<file path="config.mk">
export PLATFORM = sky130hd
export DESIGN_NAME = mdu_sequencer_flat
export DESIGN_NICKNAME = d
export VERILOG_FILES = /design/src/rtl/mdu_sequencer_if.sv /design/src/rtl/mdu_sequencer.sv /design/src/flat_wrapper.sv
export SDC_FILE = /design/constraint.sdc
export NUM_CORES = 1
export LEC_CHECK = 0
export ABC_AREA = 1
export BUFFER_PORTS_ARGS = -buffer_cell sky130_fd_sc_hd__buf_2
export CAP_MARGIN = 20
export CORE_ASPECT_RATIO = 1.25
export CORE_MARGIN = 2
export CORE_UTILIZATION = 45
export CTS_CLUSTER_SIZE = 10
export DETAILED_ROUTE_END_ITERATION = 10
export HOLD_SLACK_MARGIN = 0.06
export PLACE_DENSITY = 0.7
export SLEW_MARGIN = 0
export SYNTH_ARGS = -nofsm -noshare
export SYNTH_HDL_FRONTEND = slang
export SYNTH_SLANG_ARGS = --single-unit
</file>
<file path="constraint.sdc">
create_clock -name clk -period 13.85 [get_ports clk]
set_clock_uncertainty 0.15 [all_clocks]
set_input_delay 2.0775 -clock clk [delete_from_list [all_inputs] [get_ports clk]]
set_output_delay 2.0775 -clock clk [all_outputs]
set_load 0.02 [all_outputs]
</file>
<file path="src/rtl/mdu_sequencer_if.sv">
// Signal bundle between the EX stage, the mdu_sequencer and the multi-cycle mdu.
interface mdu_sequencer_if #(
    parameter int CNT_W = 32
);
    logic             req_valid;
    logic [2:0]       req_funct3;
    logic [31:0]      req_a;
    logic [31:0]      req_b;
    logic [4:0]       req_rd;
    logic             flush;
    logic             stall;
    logic             resp_valid;
    logic [31:0]      resp_data;
    logic [4:0]       resp_rd;
    logic             mdu_start;
    logic [2:0]       mdu_funct3;
    logic [31:0]      mdu_a;
    logic [31:0]      mdu_b;
    logic [31:0]      mdu_f;
    logic             mdu_done;
    logic [CNT_W-1:0] cnt_ops;
    logic [CNT_W-1:0] cnt_busy;

    // master is the sequencer; slave is the pipeline plus mdu around it
    modport master (
        input  req_valid, req_funct3, req_a, req_b, req_rd, flush, mdu_f, mdu_done,
        output stall, resp_valid, resp_data, resp_rd, mdu_start, mdu_funct3, mdu_a, mdu_b,
               cnt_ops, cnt_busy
    );

    modport slave (
        output req_valid, req_funct3, req_a, req_b, req_rd, flush, mdu_f, mdu_done,
        input  stall, resp_valid, resp_data, resp_rd, mdu_start, mdu_funct3, mdu_a, mdu_b,
               cnt_ops, cnt_busy
    );
endinterface

</file>
<file path="src/rtl/mdu_sequencer.sv">
// Issue/sequencing controller between EX and the multi-cycle RV32M mdu: resolves the
// div-by-zero/overflow corner cases locally, replays the last mdu result and pulses one response.
module mdu_sequencer #(
    parameter bit CACHE_EN = 1'b1,
    parameter int CNT_W    = 32
) (
    input  logic            clk,
    input  logic            rst,
    mdu_sequencer_if.master seq_if
);
    typedef enum logic [1:0] {IDLE, BUSY, RESP, ABORT} state_e;

    localparam logic [CNT_W-1:0] CNT_ONE = {{(CNT_W-1){1'b0}}, 1'b1};
    localparam logic [CNT_W-1:0] CNT_MAX = {CNT_W{1'b1}};

    state_e           state_q, state_d;
    logic [2:0]       funct3_q, funct3_d;
    logic [31:0]      a_q, a_d, b_q, b_d;
    logic [4:0]       rd_q, rd_d;
    logic [31:0]      res_q, res_d;
    logic             start_q, start_d;
    logic             cache_valid_q, cache_valid_d;
    logic [66:0]      cache_key_q, cache_key_d;
    logic [31:0]      cache_data_q, cache_data_d;
    logic [CNT_W-1:0] ops_q, ops_d, busy_q, busy_d;

    logic        accept, b_zero, ovf, special, hit;
    logic [31:0] special_res;
    logic [66:0] req_key;

    assign req_key = {seq_if.req_funct3, seq_if.req_a, seq_if.req_b};
    assign accept  = (state_q == IDLE) && seq_if.req_valid && !seq_if.flush;
    assign b_zero  = (seq_if.req_b == 32'd0);
    // only the signed div (100) and rem (110) encodings can overflow
    assign ovf     = (seq_if.req_funct3[2:0] == 3'b100 || seq_if.req_funct3[2:0] == 3'b110)
                     && (seq_if.req_a == 32'h8000_0000) && (seq_if.req_b == 32'hFFFF_FFFF);
    assign special = seq_if.req_funct3[2] && (b_zero || ovf);
    assign hit     = CACHE_EN && cache_valid_q && (req_key == cache_key_q);

    always_comb begin
        special_res = 32'd0;
        if (b_zero) begin
            special_res = seq_if.req_funct3[1] ? seq_if.req_a : 32'hFFFF_FFFF;
        end else if (!seq_if.req_funct3[1]) begin
            special_res = 32'h8000_0000;
        end
    end

    always_comb begin
        state_d       = state_q;
        funct3_d      = funct3_q;
        a_d           = a_q;
        b_d           = b_q;
        rd_d          = rd_q;
        res_d         = res_q;
        start_d       = 1'b0;
        cache_valid_d = cache_valid_q;
        cache_key_d   = cache_key_q;
        cache_data_d  = cache_data_q;
        ops_d         = ops_q;
        busy_d        = busy_q;
        case (state_q)
            IDLE: begin
                if (accept) begin
                    funct3_d = seq_if.req_funct3;
                    a_d      = seq_if.req_a;
                    b_d      = seq_if.req_b;
                    rd_d     = seq_if.req_rd;
                    ops_d    = (ops_q == CNT_MAX) ? ops_q : ops_q + CNT_ONE;
                    if (special) begin
                        res_d   = special_res;
                        state_d = RESP;
                    end else if (hit) begin
                        res_d   = cache_data_q;
                        state_d = RESP;
                    end else begin
                        start_d = 1'b1;
                        state_d = BUSY;
                    end
                end
            end
            BUSY: begin
                busy_d  = (busy_q == CNT_MAX) ? busy_q : busy_q + CNT_ONE;
                start_d = 1'b1;
                // a flush wins even over a simultaneous done; that result is dropped
                if (seq_if.flush) begin
                    start_d = 1'b0;
                    state_d = ABORT;
                end else if (seq_if.mdu_done) begin
                    start_d       = 1'b0;
                    res_d         = seq_if.mdu_f;
                    cache_valid_d = 1'b1;
                    cache_key_d   = {funct3_q, a_q, b_q};
                    cache_data_d  = seq_if.mdu_f;
                    state_d       = RESP;
                end
            end
            RESP:    state_d = IDLE;
            ABORT:   state_d = IDLE;
            default: state_d = IDLE;
        endcase
    end

    always_ff @(posedge clk or posedge rst) begin
        if (rst) begin
            state_q       <= IDLE;
            funct3_q      <= 3'd0;
            a_q           <= 32'd0;
            b_q           <= 32'd0;
            rd_q          <= 5'd0;
            res_q         <= 32'd0;
            start_q       <= 1'b0;
            cache_valid_q <= 1'b0;
            cache_key_q   <= 67'd0;
            cache_data_q  <= 32'd0;
            ops_q         <= '0;
            busy_q        <= '0;
        end else begin
            state_q       <= state_d;
            funct3_q      <= funct3_d;
            a_q           <= a_d;
            b_q           <= b_d;
            rd_q          <= rd_d;
            res_q         <= res_d;
            start_q       <= start_d;
            cache_valid_q <= cache_valid_d;
            cache_key_q   <= cache_key_d;
            cache_data_q  <= cache_data_d;
            ops_q         <= ops_d;
            busy_q        <= busy_d;
        end
    end

    assign seq_if.stall      = seq_if.req_valid && (state_q != RESP) && !seq_if.flush;
    assign seq_if.resp_valid = (state_q == RESP) && !seq_if.flush;
    assign seq_if.resp_data  = res_q;
    assign seq_if.resp_rd    = rd_q;
    assign seq_if.mdu_start  = start_q;
    assign seq_if.mdu_funct3 = funct3_q;
    assign seq_if.mdu_a      = a_q;
    assign seq_if.mdu_b      = b_q;
    assign seq_if.cnt_ops    = ops_q;
    assign seq_if.cnt_busy   = busy_q;
endmodule

</file>
<file path="src/flat_wrapper.sv">
// flat-port wrapper written by rule: the top's interface ports become plain ports
module mdu_sequencer_flat 
#(
    parameter bit CACHE_EN = 1'b1,
    parameter int CNT_W    = 32
)
  (clk, rst, seq_if_req_valid, seq_if_req_funct3, seq_if_req_a, seq_if_req_b, seq_if_req_rd, seq_if_flush, seq_if_mdu_f, seq_if_mdu_done, seq_if_stall, seq_if_resp_valid, seq_if_resp_data, seq_if_resp_rd, seq_if_mdu_start, seq_if_mdu_funct3, seq_if_mdu_a, seq_if_mdu_b, seq_if_cnt_ops, seq_if_cnt_busy);
  mdu_sequencer_if #(.CNT_W(CNT_W)) seq_if_i ();
  input  logic clk;
  input  logic rst;
  input wire logic [$bits(seq_if_i.req_valid)-1:0] seq_if_req_valid;
  input wire logic [$bits(seq_if_i.req_funct3)-1:0] seq_if_req_funct3;
  input wire logic [$bits(seq_if_i.req_a)-1:0] seq_if_req_a;
  input wire logic [$bits(seq_if_i.req_b)-1:0] seq_if_req_b;
  input wire logic [$bits(seq_if_i.req_rd)-1:0] seq_if_req_rd;
  input wire logic [$bits(seq_if_i.flush)-1:0] seq_if_flush;
  input wire logic [$bits(seq_if_i.mdu_f)-1:0] seq_if_mdu_f;
  input wire logic [$bits(seq_if_i.mdu_done)-1:0] seq_if_mdu_done;
  output wire logic [$bits(seq_if_i.stall)-1:0] seq_if_stall;
  output wire logic [$bits(seq_if_i.resp_valid)-1:0] seq_if_resp_valid;
  output wire logic [$bits(seq_if_i.resp_data)-1:0] seq_if_resp_data;
  output wire logic [$bits(seq_if_i.resp_rd)-1:0] seq_if_resp_rd;
  output wire logic [$bits(seq_if_i.mdu_start)-1:0] seq_if_mdu_start;
  output wire logic [$bits(seq_if_i.mdu_funct3)-1:0] seq_if_mdu_funct3;
  output wire logic [$bits(seq_if_i.mdu_a)-1:0] seq_if_mdu_a;
  output wire logic [$bits(seq_if_i.mdu_b)-1:0] seq_if_mdu_b;
  output wire logic [$bits(seq_if_i.cnt_ops)-1:0] seq_if_cnt_ops;
  output wire logic [$bits(seq_if_i.cnt_busy)-1:0] seq_if_cnt_busy;
  assign seq_if_i.req_valid = seq_if_req_valid;
  assign seq_if_i.req_funct3 = seq_if_req_funct3;
  assign seq_if_i.req_a = seq_if_req_a;
  assign seq_if_i.req_b = seq_if_req_b;
  assign seq_if_i.req_rd = seq_if_req_rd;
  assign seq_if_i.flush = seq_if_flush;
  assign seq_if_i.mdu_f = seq_if_mdu_f;
  assign seq_if_i.mdu_done = seq_if_mdu_done;
  assign seq_if_stall = seq_if_i.stall;
  assign seq_if_resp_valid = seq_if_i.resp_valid;
  assign seq_if_resp_data = seq_if_i.resp_data;
  assign seq_if_resp_rd = seq_if_i.resp_rd;
  assign seq_if_mdu_start = seq_if_i.mdu_start;
  assign seq_if_mdu_funct3 = seq_if_i.mdu_funct3;
  assign seq_if_mdu_a = seq_if_i.mdu_a;
  assign seq_if_mdu_b = seq_if_i.mdu_b;
  assign seq_if_cnt_ops = seq_if_i.cnt_ops;
  assign seq_if_cnt_busy = seq_if_i.cnt_busy;
  mdu_sequencer #(.CACHE_EN(CACHE_EN), .CNT_W(CNT_W)) u_core (.clk(clk), .rst(rst), .seq_if(seq_if_i));
endmodule
</file>
### After elaboration in Yosys (flattened, before gate mapping)

Index checks and enable logic that the tools add are counted.

| storage, ports and cells | value |
|---|---|
| register bits | 271 |

| cells by class | value |
|---|---|
| add/sub/neg operators | 2 |
| equality and inequality tests | 16 |
| multiplexer cells | 21 |
| bitwise gates (word level) | 3 |
| reduce and logical (&&, ||, !) cells | 22 |

Operators by type and width:

| cell | number |
|---|---|
| 32-bit 2-to-1 mux | 8 |
| 32-bit equality test, second input constant | 4 |
| 67-bit equality test | 1 |
| 32-bit by 1-bit adder with 32-bit output, second input constant | 2 |
| 32-bit one-hot mux with 2 select lines | 1 |
| 32-bit logical NOT | 1 |
| 2-bit 2-to-1 mux | 5 |
| 1-bit logical AND | 9 |
| 3-bit equality test, second input constant | 2 |
| 2-bit != test, second input constant | 3 |
| 2-bit one-hot mux with 3 select lines | 1 |
| 2-bit AND reduction | 3 |
| 3-bit AND reduction | 2 |
| 1-bit 2-to-1 mux | 5 |
| 5-bit AND reduction | 1 |
| 2-bit equality test, second input constant | 2 |
| 3-bit by 1-bit != test with 1-bit output, second input constant | 1 |
| 3-bit != test, second input constant | 1 |
| 1-bit inverter | 3 |
| 2-bit by 1-bit equality test with 1-bit output, second input constant | 1 |
| 2-bit logical NOT | 1 |
| 1-bit logical OR | 2 |
| 2-bit by 1-bit != test with 1-bit output, second input constant | 1 |
| 1-bit one-hot mux with 2 select lines | 1 |
| other kinds (3) | 3 |

### Logic depth before layout (Yosys ltp)

Gate-level depths: netlist (run 1).

| depth | value |
|---|---|
| depth after elaboration | 9 |
| depth in mapped cells | 14 |
| gate-level depth less buffers | 13 |

### Worst setup path before layout (run 1)

OpenSTA, ideal clock, no wires.

| timing path | value |
|---|---|
| path kind | input to output |
| start point | input seq_if_flush |
| end point | output seq_if_resp_valid |
| arrival time | 2562 ps |
| data required time | 11622 ps |
| slack | 9060 ps |
| stages on the path | 1 |
| buffers on the path | 0 |
| cell sequence | nor3_1 |

| on the way | value |
|---|---|
| cells in the longest elaborated chain, start to end | 2 |

Ends and longest elaborated chain:

| element | RTL line | text |
|---|---|---|
| from (decl) | flat_wrapper.sv:16 | `input wire logic [$bits(seq_if_i.flush)-1:0] seq_if_flush;` |
| 1-bit logical NOT | mdu_sequencer.sv:135 | `assign seq_if.resp_valid = (state_q == RESP) && !seq_if.flush;` |
| 1-bit logical AND | mdu_sequencer.sv:135 |  |
| to (decl) | flat_wrapper.sv:20 | `output wire logic [$bits(seq_if_i.resp_valid)-1:0] seq_if_resp_valid;` |

Every way passes these cells.

### Worst setup path after layout (run 1)

| timing path | value |
|---|---|
| start point | input seq_if_flush |
| end point | output seq_if_stall |

| on the way | value |
|---|---|
| cells in the longest elaborated chain, start to end | 2 |

Ends and longest elaborated chain:

| element | RTL line | text |
|---|---|---|
| 1-bit logical NOT | mdu_sequencer.sv:134 | `assign seq_if.stall = seq_if.req_valid && (state_q != RESP) && !seq_if.flush;` |
| 1-bit logical AND | mdu_sequencer.sv:134 |  |
| to (decl) | flat_wrapper.sv:19 | `output wire logic [$bits(seq_if_i.stall)-1:0] seq_if_stall;` |

Every way passes these cells.

==> results of run 1 <==
-- power breakdown --
group / leakage, nW / internal [mW] / switching, mW
Clock: 0.391 / 0.395 / 0.310
Sequential: 3.44 / 1.09 / 0.206
Combinational: 4.80 / 0.374 / 0.760
Total: 8.63 / 1.86 / 1.28
-- area by class of cell --
type                       count  area [um^2]  area share [%]
antenna                        6         15.0          0.0912
sequential                   271         6780            41.2
clock buffer                  35          791            4.80
timing repair buffer         290         1520            9.22
multi-input combinational   1283         6070            36.9
tap                          407          509            3.09
inverter                     202          766            4.65
clock inverter                 2         16.3          0.0988
-- Yosys cell counts --
master	n	area, um^2
inv_2	3	11.3
mux2_2	2	22.5
inv_1	199	747
nor3_2	4	40.0
buf_1	3	11.3
nand3_2	4	40.0
xnor2_1	31	272
nand3_1	96	480
clkbuf_1	48	180
buf_4	3	22.5
nor2_4	2	22.5
nor3b_1	1	7.51
nor2_2	2	12.5
a31o_2	1	8.76
buf_6	4	45.0
o21ai_1	15	75.1
nand4_1	58	363
dfrtp_1	271	6780
nand3b_1	2	15.0
nor2_1	170	638
nand2_2	5	31.3
nand2_1	589	2210
a21oi_1	22	110
nor3_1	31	155
nor4_4	1	21.3
o211ai_1	31	233
buf_2	18	90.1
ha_1	2	25.0
o21ai_0	154	771
nor4_1	10	62.6
xor2_1	50	438
-- through the flow --
step	total power [mW]	area [um^2]	instances	hold slack [ns]	setup slack [ns]
2_1_floorplan	2.05	13900	1832	0.285	4.16
3_3_place_gp	2.41	15600	2451	0.299	8.67
6_report	3.14	16500	2496	0.313	8.89
5_1_grt	3.37	16500	2493	0.340	8.81
3_5_place_dp	2.45	15600	2451	0.304	8.61
4_1_cts	3.17	16400	2488	0.318	8.90
-- critical path, stage by stage --
cell and delay, ns:
buf_2 0.12, inv_2 0.07, nand2_1 0.11, a21oi_1 0.16
buf_2 0.19
-- cell families after synthesis --
kind of cell / after synthesis / synth area share (%)
flip-flops: 271 / 48.6
XOR/XNOR: 81 / 5.09
adder cells (fa/ha/maj): 2 / 0.179
AO/OA/AOI/OAI: 223 / 8.59
multiplexers: 2 / 0.162
AND/OR/NAND/NOR: 975 / 29.4
buffers and inverters: 278 / 7.94
-- sequential cells by signal, indices dropped and copies added, names as in the netlist --
| signal | cells |
|---|---|
| u_core.seq_if.mdu_a | 32 |
| u_core.seq_if.mdu_start | 1 |
| u_core.seq_if.resp_rd | 5 |
| u_core.seq_if.cnt_busy | 32 |
| u_core.cache_valid_q | 1 |
| u_core.state_q | 2 |
| u_core.seq_if.mdu_funct3 | 3 |
| u_core.cache_data_q | 32 |
| u_core.seq_if.cnt_ops | 32 |
| u_core.cache_key_q | 67 |
| u_core.seq_if.mdu_b | 32 |
| u_core.seq_if.resp_data | 32 |
-- worst min-delay path by stage --
stage,start,to,slack [ns],depth (start not counted)
after floorplan,u_core.cache_valid_q$_DFFE_PP0P_,u_core.cache_valid_q$_DFFE_PP0P_,0.28,2
after global placement,u_core.cache_valid_q$_DFFE_PP0P_,u_core.cache_valid_q$_DFFE_PP0P_,0.30,2
after detailed placement,u_core.seq_if.resp_rd[0]$_DFFE_PP0P_,u_core.seq_if.resp_rd[0]$_DFFE_PP0P_,0.30,2
after CTS,u_core.seq_if.resp_rd[0]$_DFFE_PP0P_,u_core.seq_if.resp_rd[0]$_DFFE_PP0P_,0.32,2
after global routing,u_core.seq_if.resp_rd[0]$_DFFE_PP0P_,u_core.seq_if.resp_rd[0]$_DFFE_PP0P_,0.34,2
final,u_core.seq_if.resp_rd[0]$_DFFE_PP0P_,u_core.seq_if.resp_rd[0]$_DFFE_PP0P_,0.31,2
-- layer usage --
metal	vias up	track usage, %
li1	6322	-
met3	91	5.02
met2	376	42.3
met4	4	10.3
met1	5962	31.0
met5	-	0
==> impl_results.md, run 1 <==
* Area delta synth->final at 18.1%
* Yosys reg bits at 271
* F_max at 0.202 GHz
* Longest Clk Path Bufs at 3
* WP data arrival at 2.73 ns
* Residual DRC count at 0
* CTS Hold Bufs at 0
* DR top layer: met5
* Avg WL per Cell at 16.3 um
* Root Driver: clkbuf_16
* Average size of a mapped cell at 7.61 um^2
* Syn Nets at 1943
* # port buffers at 279
* Wl on met1 at 16700 um
* Vias per cell at 5.11
* Detailed Routing Iterations Pass 1 at 5
* Leakage Power at 8.63 nW
* Setup crit end: seq_if_stall
* Vias in the first global route at 12400
* Routed wire length at 40700 um
* Layout cells sized above 1 at 16.7%
* Most frequent cells in the layout: nand2_1 (589), buf_2 (279), dfrtp_1 (271)
* Die span in y at 201 um
* Sequential-to-total area share from yosys stat at 48.6%
* DRT iter0 DRCs at 943
* Startpoint type of the worst setup path: input pin
* Starting density of the core at 45.4%
* Std cell rows at 72
* Final ANT Viol Nets at 0
* Wire length on met2 at 19800 um
* Worst Tran Pin Value at 1.07 ns
* Relative max-transition margin at 28.7%
* Setup CP Type: input pin to output port
* Worst reg2reg startpoint: u_core.cache_key_q[52]$_DFFE_PP0P_
* Vias at 12800
* First-pass GRT wire length at 65100 um
* Setup TNS at 0 ns
* Pwr Density at 191 nW/um^2
* Outcome: finished, final reports clean
* Global placement routability congestion at 0.915
* Finished Core Util at 53.6%
* All-Layer GR Usage at 24.9%
* Clock sinks at 271
* Final Setup Violations at 0
* Synth warn at 0
* Worst vdd ir at 134 uV
* Unrepaired setup endpoints after global routing: false
* Final hold violations at 0
* Worst-path clk slew at 0.05 ns
* Core ar. at 30700 um^2
* # IOs at 280
* FF-to-FF End: u_core.seq_if.resp_data[26]$_DFFE_PP0P_
* Critical Path Source: seq_if_flush
* Die width at 161 um
* Crit share post-route at 35.8%
* TritonCTS clock tree: done
* Post-CTS setup buffers at 0
* PostCTS Resize Cnt at 0
* Reg2Reg Setup Slack at 10.88 ns
* Max Cap Viol at 0
* Hold crit path type: flop to flop
* Crit. End Element: output port
* Worst-Skew Late Latency at 0.58 ns
* Initial antenna violation count at 7
* H-tree depth at 1
* Congestion Overflow GR at 0
* R2R cell count at 11
* Max FO, Critical Path at 4
* Met3 wire length at 2500 um
* Distinct cells, synth at 31
* Largest net degree at the start of global routing at 153
* # fillers at 3028
* Placed wire-length estimate at 29800 um
* Req. time, crit path at 11.62 ns
* Die area at 32400 um^2
* Max-slew violation count at 0
* Most common cell after layout, fill and taps aside: nand2_1
* CTS buffer count at 31
* Cell area after synthesis at 13900 um^2
* Final worst path period need at 4.96 ns
* Mapped Cells at 1832
* Layout Nets at 2190
No activity file was read; power rests on OpenSTA's default activity.
==> run 2, diff against run 1 <==
Clock period 13.85 ns to 4.9 ns, I/O delays scaled along.
==> run 2 against run 1 <==
  * Critical path depth up 9
  * Cell count up 0.12%
  * Final area increased by 0.27%
  * Register-to-register slack worse by 8.8 ns
  * Die area unchanged
  * Worst setup slack worse by 6.8 ns
  * Power rose to 2.8 times the previous value
  * Non-clock buffer count up 4
  * Global-route usage rose by 0.055 points
  * Wire length grew 0.20%
  * Critical endpoint is now u_core.seq_if.resp_data[3]$_DFFE_PP0P_
==> impl_results.md, run 2 (synthesis gave the netlist of run 1 again) <==
* Unrepaired setup endpoints after global routing: false
* Congestion Overflow GR at 0 (unchanged)
* Die area at 32400 um^2 (unchanged)
* H-tree depth at 1 (unchanged)
* CTS Hold Bufs at 0 (unchanged)
* Die width at 161 um (unchanged)
* Worst reg2reg startpoint: u_core.state_q[0]$_DFFE_PP0P_
* All-Layer GR Usage at 25.0% (+0.055 points)
* Worst vdd ir at 335 uV (+150%)
* Routed wire length at 40700 um (+0.20%)
* Pwr Density at 539 nW/um^2 (+180%)
* Vias per cell at 5.11 (about the same)
* Final hold violations at 0 (unchanged)
* Largest net degree at the start of global routing at 146 (-4.6%)
* Residual DRC count at 0 (unchanged)
* Final Setup Violations at 0 (unchanged)
* Core ar. at 30700 um^2 (unchanged)
* Req. time, crit path at 5.20 ns (-6.42 ns)
* Final ANT Viol Nets at 0 (unchanged)
* F_max at 0.357 GHz
* Starting density of the core at 45.4% (unchanged)
* Finished Core Util at 53.7% (+0.15 points)
* First-pass GRT wire length at 65500 um (+0.60%)
* Global placement routability congestion at 0.895 (-2.2%)
* Setup TNS at 0 ns (unchanged)
* Vias at 12800 (+0.055%)
* Max FO, Critical Path at 35 (+31)
* R2R cell count at 8 (-3)
* Startpoint type of the worst setup path: input pin
* Top reg by flops: u_core.cache_key_q
* Final Hold Slack at 0.216 ns (-0.0968 ns)
* Outcome: finished, final reports clean
* Worst-path clk slew at 0.06 ns (about the same)
* Final worst path period need at 2.80 ns
* TritonCTS clock tree: done
* Most common cell after layout, fill and taps aside: nand2_1
* Crit share post-route at 57.2%
* Placed wire-length estimate at 29700 um (-0.40%)
* Avg WL per Cell at 16.3 um (about the same)
* Clock sinks at 271 (unchanged)
* Slowest stage cell, crit path: nand2_2
* Root Driver: clkbuf_16
* Max Cap Viol at 0 (unchanged)
* Leakage Power at 8.66 nW (+0.33%)
* Worst Tran Pin Value at 0.922 ns (-0.146 ns)
* # port buffers at 279 (unchanged)
* Initial antenna violation count at 5 (-2)
* Worst setup margin at 2.10 ns (-6.79 ns)
* Most frequent cells in the layout: nand2_1 (589), buf_2 (279), dfrtp_1 (271)
* # fillers at 2980 (-1.6%)
* Hold crit path type: input pin to asynchronous set/reset pin
* Crit. End Element: flop
* WP data arrival at 3.11 ns (+0.38 ns)
* Vias in the first global route at 12500 (+0.41%)
* Std cell rows at 72 (unchanged)
* CP most frequent cell: nand2_1
* Max-slew violation count at 0 (unchanged)
* Layout cells sized above 1 at 16.9% (+0.20 points)
* Post-place setup slack at 1.49 ns (-7.11 ns)
* CP peak stage delay at 0.47 ns (+0.28 ns)
* DRT iter0 DRCs at 869 (-7.8%)
* Relative max-transition margin at 38.5% (+9.8 points)
* Worst-Skew Late Latency at 0.57 ns (about the same)
* Max FFs per register at 67 (unchanged)
* Worst path top cell family by delay: simple AND/OR/NAND/NOR gates
* Setup CP Type: input pin to flop
* Buf/Inv on CP at 4 (+1)
* Die span in y at 201 um (unchanged)
* Longest Clk Path Bufs at 3 (unchanged)
* # IOs at 280 (unchanged)
* PostCTS Resize Cnt at 0 (unchanged)
* Detailed Routing Iterations Pass 1 at 5 (unchanged)
* FF-to-FF End: u_core.seq_if.resp_data[3]$_DFFE_PP0P_
* Cells along the critical path: buf_2, inv_1, nand3_1, nor2_1, nand2_1, nor2_4, inv_1, nand2_1, nand2_1, nand3_2, buf_4, nand2_2, nand2_1, nand2_1
* Reg2Reg Setup Slack at 2.11 ns (-8.77 ns)
* Post-CTS setup buffers at 0 (unchanged)
* Layout Nets at 2194 (+0.18%)
* CTS buffer count at 31 (unchanged)
* Area delta synth->final at 18.4%
[run 2: area by class of cell]
class	instances	area, um^2	share of cell area (%)
clock buffer	36	805	4.87
sequential	271	6780	41.1
tap	407	509	3.08
multi-input combinational	1283	6070	36.8
antenna	4	10.0	0.0606
clock inverter	2	13.8	0.0834
inverter	202	762	4.62
timing repair buffer	294	1560	9.46
[run 2: worst reg2reg max path, cell delays in order (launching register included)]
cell     delay (ns)
dfrtp_1        0.43
inv_1          0.12
nor2_4         0.12
nand3_4        0.51
nand2_1        0.25
buf_4          0.38
nand2_2        0.47
nand2_1        0.19
nand2_1        0.06
[run 2: routing by layer]
metal	share of wire (%)	vias up	GRT usage (%)	wire length [um]
met5	0.027	-	0	11
li1	-	6314	-	-
met2	49	385	42.9	20100
met1	41	5986	31.2	16700
met4	3.4	2	9.63	1390
met3	6.3	75	4.65	2560
[run 2: stage by stage]
| stage | std cells | power, mW | instance area [um^2] |
|---|---|---|---|
| after floorplan | 1832 | 5.80 | 13900 |
| final | 2499 | 8.90 | 16500 |
| after detailed placement | 2456 | 6.91 | 15700 |
| after global placement | 2455 | 6.81 | 15600 |
| after CTS | 2494 | 8.96 | 16500 |
| after global routing | 2499 | 9.53 | 16500 |
[run 2: report_power, final]
group	internal, mW	switching (mW)	leakage (nW)
Combinational	1.07	2.14	4.82
Clock	1.13	0.880	0.402
Sequential	3.09	0.581	3.44
[run 2: worst max path at each step]
stage	startpoint	end	slack (ns)	cells past startpoint
5_1_grt	seq_if_req_b[9]	u_core.seq_if.resp_data[3]$_DFFE_PP0P_	1.81	14
2_1_floorplan	rst	u_core.cache_data_q[0]$_DFFE_PP0P_	0.43	1
3_5_place_dp	seq_if_req_b[9]	u_core.seq_if.resp_data[9]$_DFFE_PP0P_	1.49	14
3_3_place_gp	seq_if_req_b[9]	u_core.seq_if.resp_data[31]$_DFFE_PP0P_	1.46	11
4_1_cts	u_core.seq_if.cnt_ops[0]$_DFFE_PP0P_	u_core.seq_if.cnt_ops[6]$_DFFE_PP0P_	2.07	10
6_report	seq_if_req_b[8]	u_core.seq_if.resp_data[3]$_DFFE_PP0P_	2.10	14
==> run 3, diff against run 2 <==
Settings changed: PLACE_DENSITY 0.7 to 0.73.
Clock period 4.9 ns to 2.35 ns, I/O delays scaled along.
==> run 3 against run 2 <==
  * Non-clock buffer count up 127
  * Core utilization is 4.0 points higher
  * Die area unchanged
  * Clock power grew 110%
  * Global-route usage rose by 1.5 points
  * Worst hold slack improved by 0.10 ns
  * Sequential power up 110%
  * Combinational power increased by 120%
  * Sequential share of layout area down 2.9 points
  * First-iteration DRC count increased by 30%
  * Largest power group unchanged
==> impl_results.md, run 3 (synthesis gave the netlist of run 1 again) <==
* Outcome: finished, final reports clean
* Congestion Overflow GR at 0 (unchanged)
* Worst-path clk slew at 0.05 ns (about the same)
* Setup TNS at 0 ns (unchanged)
* TritonCTS clock tree: done
* Worst setup margin at 0.193 ns (-1.90 ns)
* DRT iter0 DRCs at 1126 (+30%)
* Min-delay src: u_core.seq_if.resp_rd[4]$_DFFE_PP0P_
* Internal power at 11.2 mW (+110%)
* Setup CP Type: input pin to flop
* Vias at 13600 (+6.2%)
* Avg WL per Cell at 16.4 um (+0.90%)
* Worst vdd ir at 694 uV (+110%)
* Area delta synth->final at 27.3%
* Leakage Power at 9.21 nW (+6.3%)
* Post-place setup slack at 0.130 ns (-1.36 ns)
* Std cell rows at 72 (unchanged)
* Diodes inserted at 0 (-4)
* Crit share post-route at 91.8%
* Req. time, crit path at 2.70 ns (-2.50 ns)
* Root Driver: clkbuf_16
* R2R cell count at 10 (+2)
* # port buffers at 279 (unchanged)
* Die span in y at 201 um (unchanged)
* Top reg by flops: u_core.cache_key_q
* Unrepaired setup endpoints after global routing: false
* Vias in the first global route at 13500 (+8.2%)
* Final worst path period need at 2.16 ns
* Placed instance count at 2476 (+0.81%)
* Final hold violations at 0 (unchanged)
* NetSw at 7.62 mW (+110%)
* WHS Path Cells at 2
* CTS buffer count at 31 (unchanged)
* H-tree depth at 1 (unchanged)
* Logic pwr share at 37.2% (+1.1 points)
* Worst reg2reg startpoint: u_core.seq_if.cnt_ops[0]$_DFFE_PP0P_
* Hold crit path type: flop to flop
* Longest Clk Path Bufs at 3 (unchanged)
* Detailed Routing Iterations Pass 1 at 5 (unchanged)
* All-Layer GR Usage at 26.5% (+1.5 points)
* Crit. End Element: flop
* Worst Tran Pin Value at 0.599 ns (-0.323 ns)
* Max FFs per register at 67 (unchanged)
* Flop pwr share at 40.8% (-0.5 points)
* Starting density of the core at 45.4% (unchanged)
* Layout cells sized above 1 at 16.9% (-0.044 points)
* Final ANT Viol Nets at 0 (unchanged)
* Dpl cell area at 15800 um^2 (+1.2%)
* Routed wire length at 43100 um (+5.7%)
* Largest net degree at the start of global routing at 141 (-3.4%)
* Hold Crit Endpoint: u_core.seq_if.resp_rd[4]$_DFFE_PP0P_
* Final Hold Slack at 0.318 ns (+0.102 ns)
* Pwr Density at 1060 nW/um^2 (+97%)
* Switching Share at 40.4% (-0.042 points)
* Max Cap Viol at 0 (unchanged)
* Most common cell after layout, fill and taps aside: nand2_1
* FF-to-FF End: u_core.seq_if.cnt_ops[8]$_DFFE_PP0P_
* First-pass GRT wire length at 69800 um (+6.5%)
* Residual DRC count at 0 (unchanged)
* # IOs at 280 (unchanged)
* Reg2Reg Setup Slack at 0.21 ns (-1.90 ns)
* Die width at 161 um (unchanged)
* Placed wire-length estimate at 30700 um (+3.2%)
* Post-CTS setup buffers at 0 (unchanged)
* F_max at 0.464 GHz
* Core ar. at 30700 um^2 (unchanged)
* Post-route cell area at 17700 um^2 (+7.5%)
* Die area at 32400 um^2 (unchanged)
* Global placement routability congestion at 0.917 (+2.5%)
* Startpoint type of the worst setup path: input pin
* Max FO, Critical Path at 17 (-51%)
* Clock sinks at 271 (unchanged)
* Worst-Skew Late Latency at 0.57 ns (about the same)
* Max-slew violation count at 0 (unchanged)
* Clock power share at 22.0% (-0.6 points)
* Layout Nets at 2321 (+5.8%)
* Relative max-transition margin at 59.7% (+21 points)
* Most frequent cells in the layout: nand2_1 (589), buf_2 (279), dfrtp_1 (271)
* Vias per cell at 5.17 (+1.3%)
* Final Setup Violations at 0 (unchanged)
* Final Instance Count excl. Fillers at 2619 (+4.8%)
* WP data arrival at 2.51 ns (-0.60 ns)
* Initial antenna violation count at 0 (-5)
==> run 3: changes by cell type in the layout (fill, tap and decap cells not counted), moves of 3 or more <==
cell | previous run | this run
diode_2 | 4 | 0
clkbuf_1 | 4 | 1
dlygate4sd3_1 | 0 | 108
buf_12 | 2 | 6
buf_4 | 11 | 27
==> run 3: power groups by stage <==
| stage | clock network (mW) | logic, mW | registers, mW |
|---|---|---|---|
| 2_1_floorplan | 0 | 3.50 | 8.60 |
| 3_3_place_gp | 0 | 6.70 | 7.64 |
| 3_5_place_dp | 0 | 6.85 | 7.72 |
| 4_1_cts | 4.26 | 7.02 | 7.67 |
| 5_1_grt | 4.41 | 7.88 | 7.90 |
| 6_report | 4.14 | 7.01 | 7.69 |
==> run 3: worst max-delay path by stage <==
stage | start | end | slack [ns] | cells past startpoint
5_1_grt | seq_if_req_a[11] | u_core.seq_if.resp_data[14]$_DFFE_PP0P_ | 0.002 | 15
4_1_cts | seq_if_flush | u_core.seq_if.mdu_a[11]$_DFFE_PP0P_ | 0.18 | 7
2_1_floorplan | rst | u_core.cache_data_q[0]$_DFFE_PP0P_ | -1.73 | 1
3_5_place_dp | seq_if_req_b[23] | u_core.seq_if.resp_data[6]$_DFFE_PP0P_ | 0.13 | 14
6_report | seq_if_req_b[26] | u_core.seq_if.resp_data[15]$_DFFE_PP0P_ | 0.19 | 14
3_3_place_gp | seq_if_req_b[23] | u_core.seq_if.resp_data[27]$_DFFE_PP0P_ | 0.16 | 14
==> run 3: layer usage <==
metal  GRT usage, %  vias to the layer above  wire (um)
li1               -                     6570          -
met1           32.9                     6421      17400
met2           45.7                      450      21300
met3           4.69                      111       2580
met4           10.7                        0       1780
met5              0                        -          0
==> run 3: metrics by stage <==
step	util (%)	power, mW
detailed placement	51.6	14.6
CTS	57.7	19.0
global route	57.8	20.2
floorplan	-	12.1
global placement	51.6	14.3
finish	57.8	18.8
==> run 3: layout make-up <==
type / instances / area [um^2]
flip-flops and latches: 271 / 6780
clock buffers: 33 / 793
clock inverters: 2 / 17.5
fillers: 2790 / 13000
inverters: 202 / 762
multi-input cells: 1283 / 6070
well taps: 407 / 509
repair buffers: 421 / 2810
==> run 3: timing repair <==
| item | CTS | global route |
|---|---|---|
| resized for setup | 0 | 2 |
| hold buffers | 108 | 0 |
| endpoints found under the hold margin | 409 | 0 |
| setup endpoints to repair | 0 | 24 |
==> run 3: critical path: stages <==
cell and delay, ns:
dlygate4sd3_1 0.54, buf_2 0.16, nor2_1 0.12, nand2_1 0.06, nor2_1 0.19, nand2_1 0.12
nor2_4 0.18, inv_1 0.06, nand2_1 0.06, nand2_1 0.07, nand3_2 0.14, buf_4 0.24
nand4_1 0.12, nand2_1 0.09
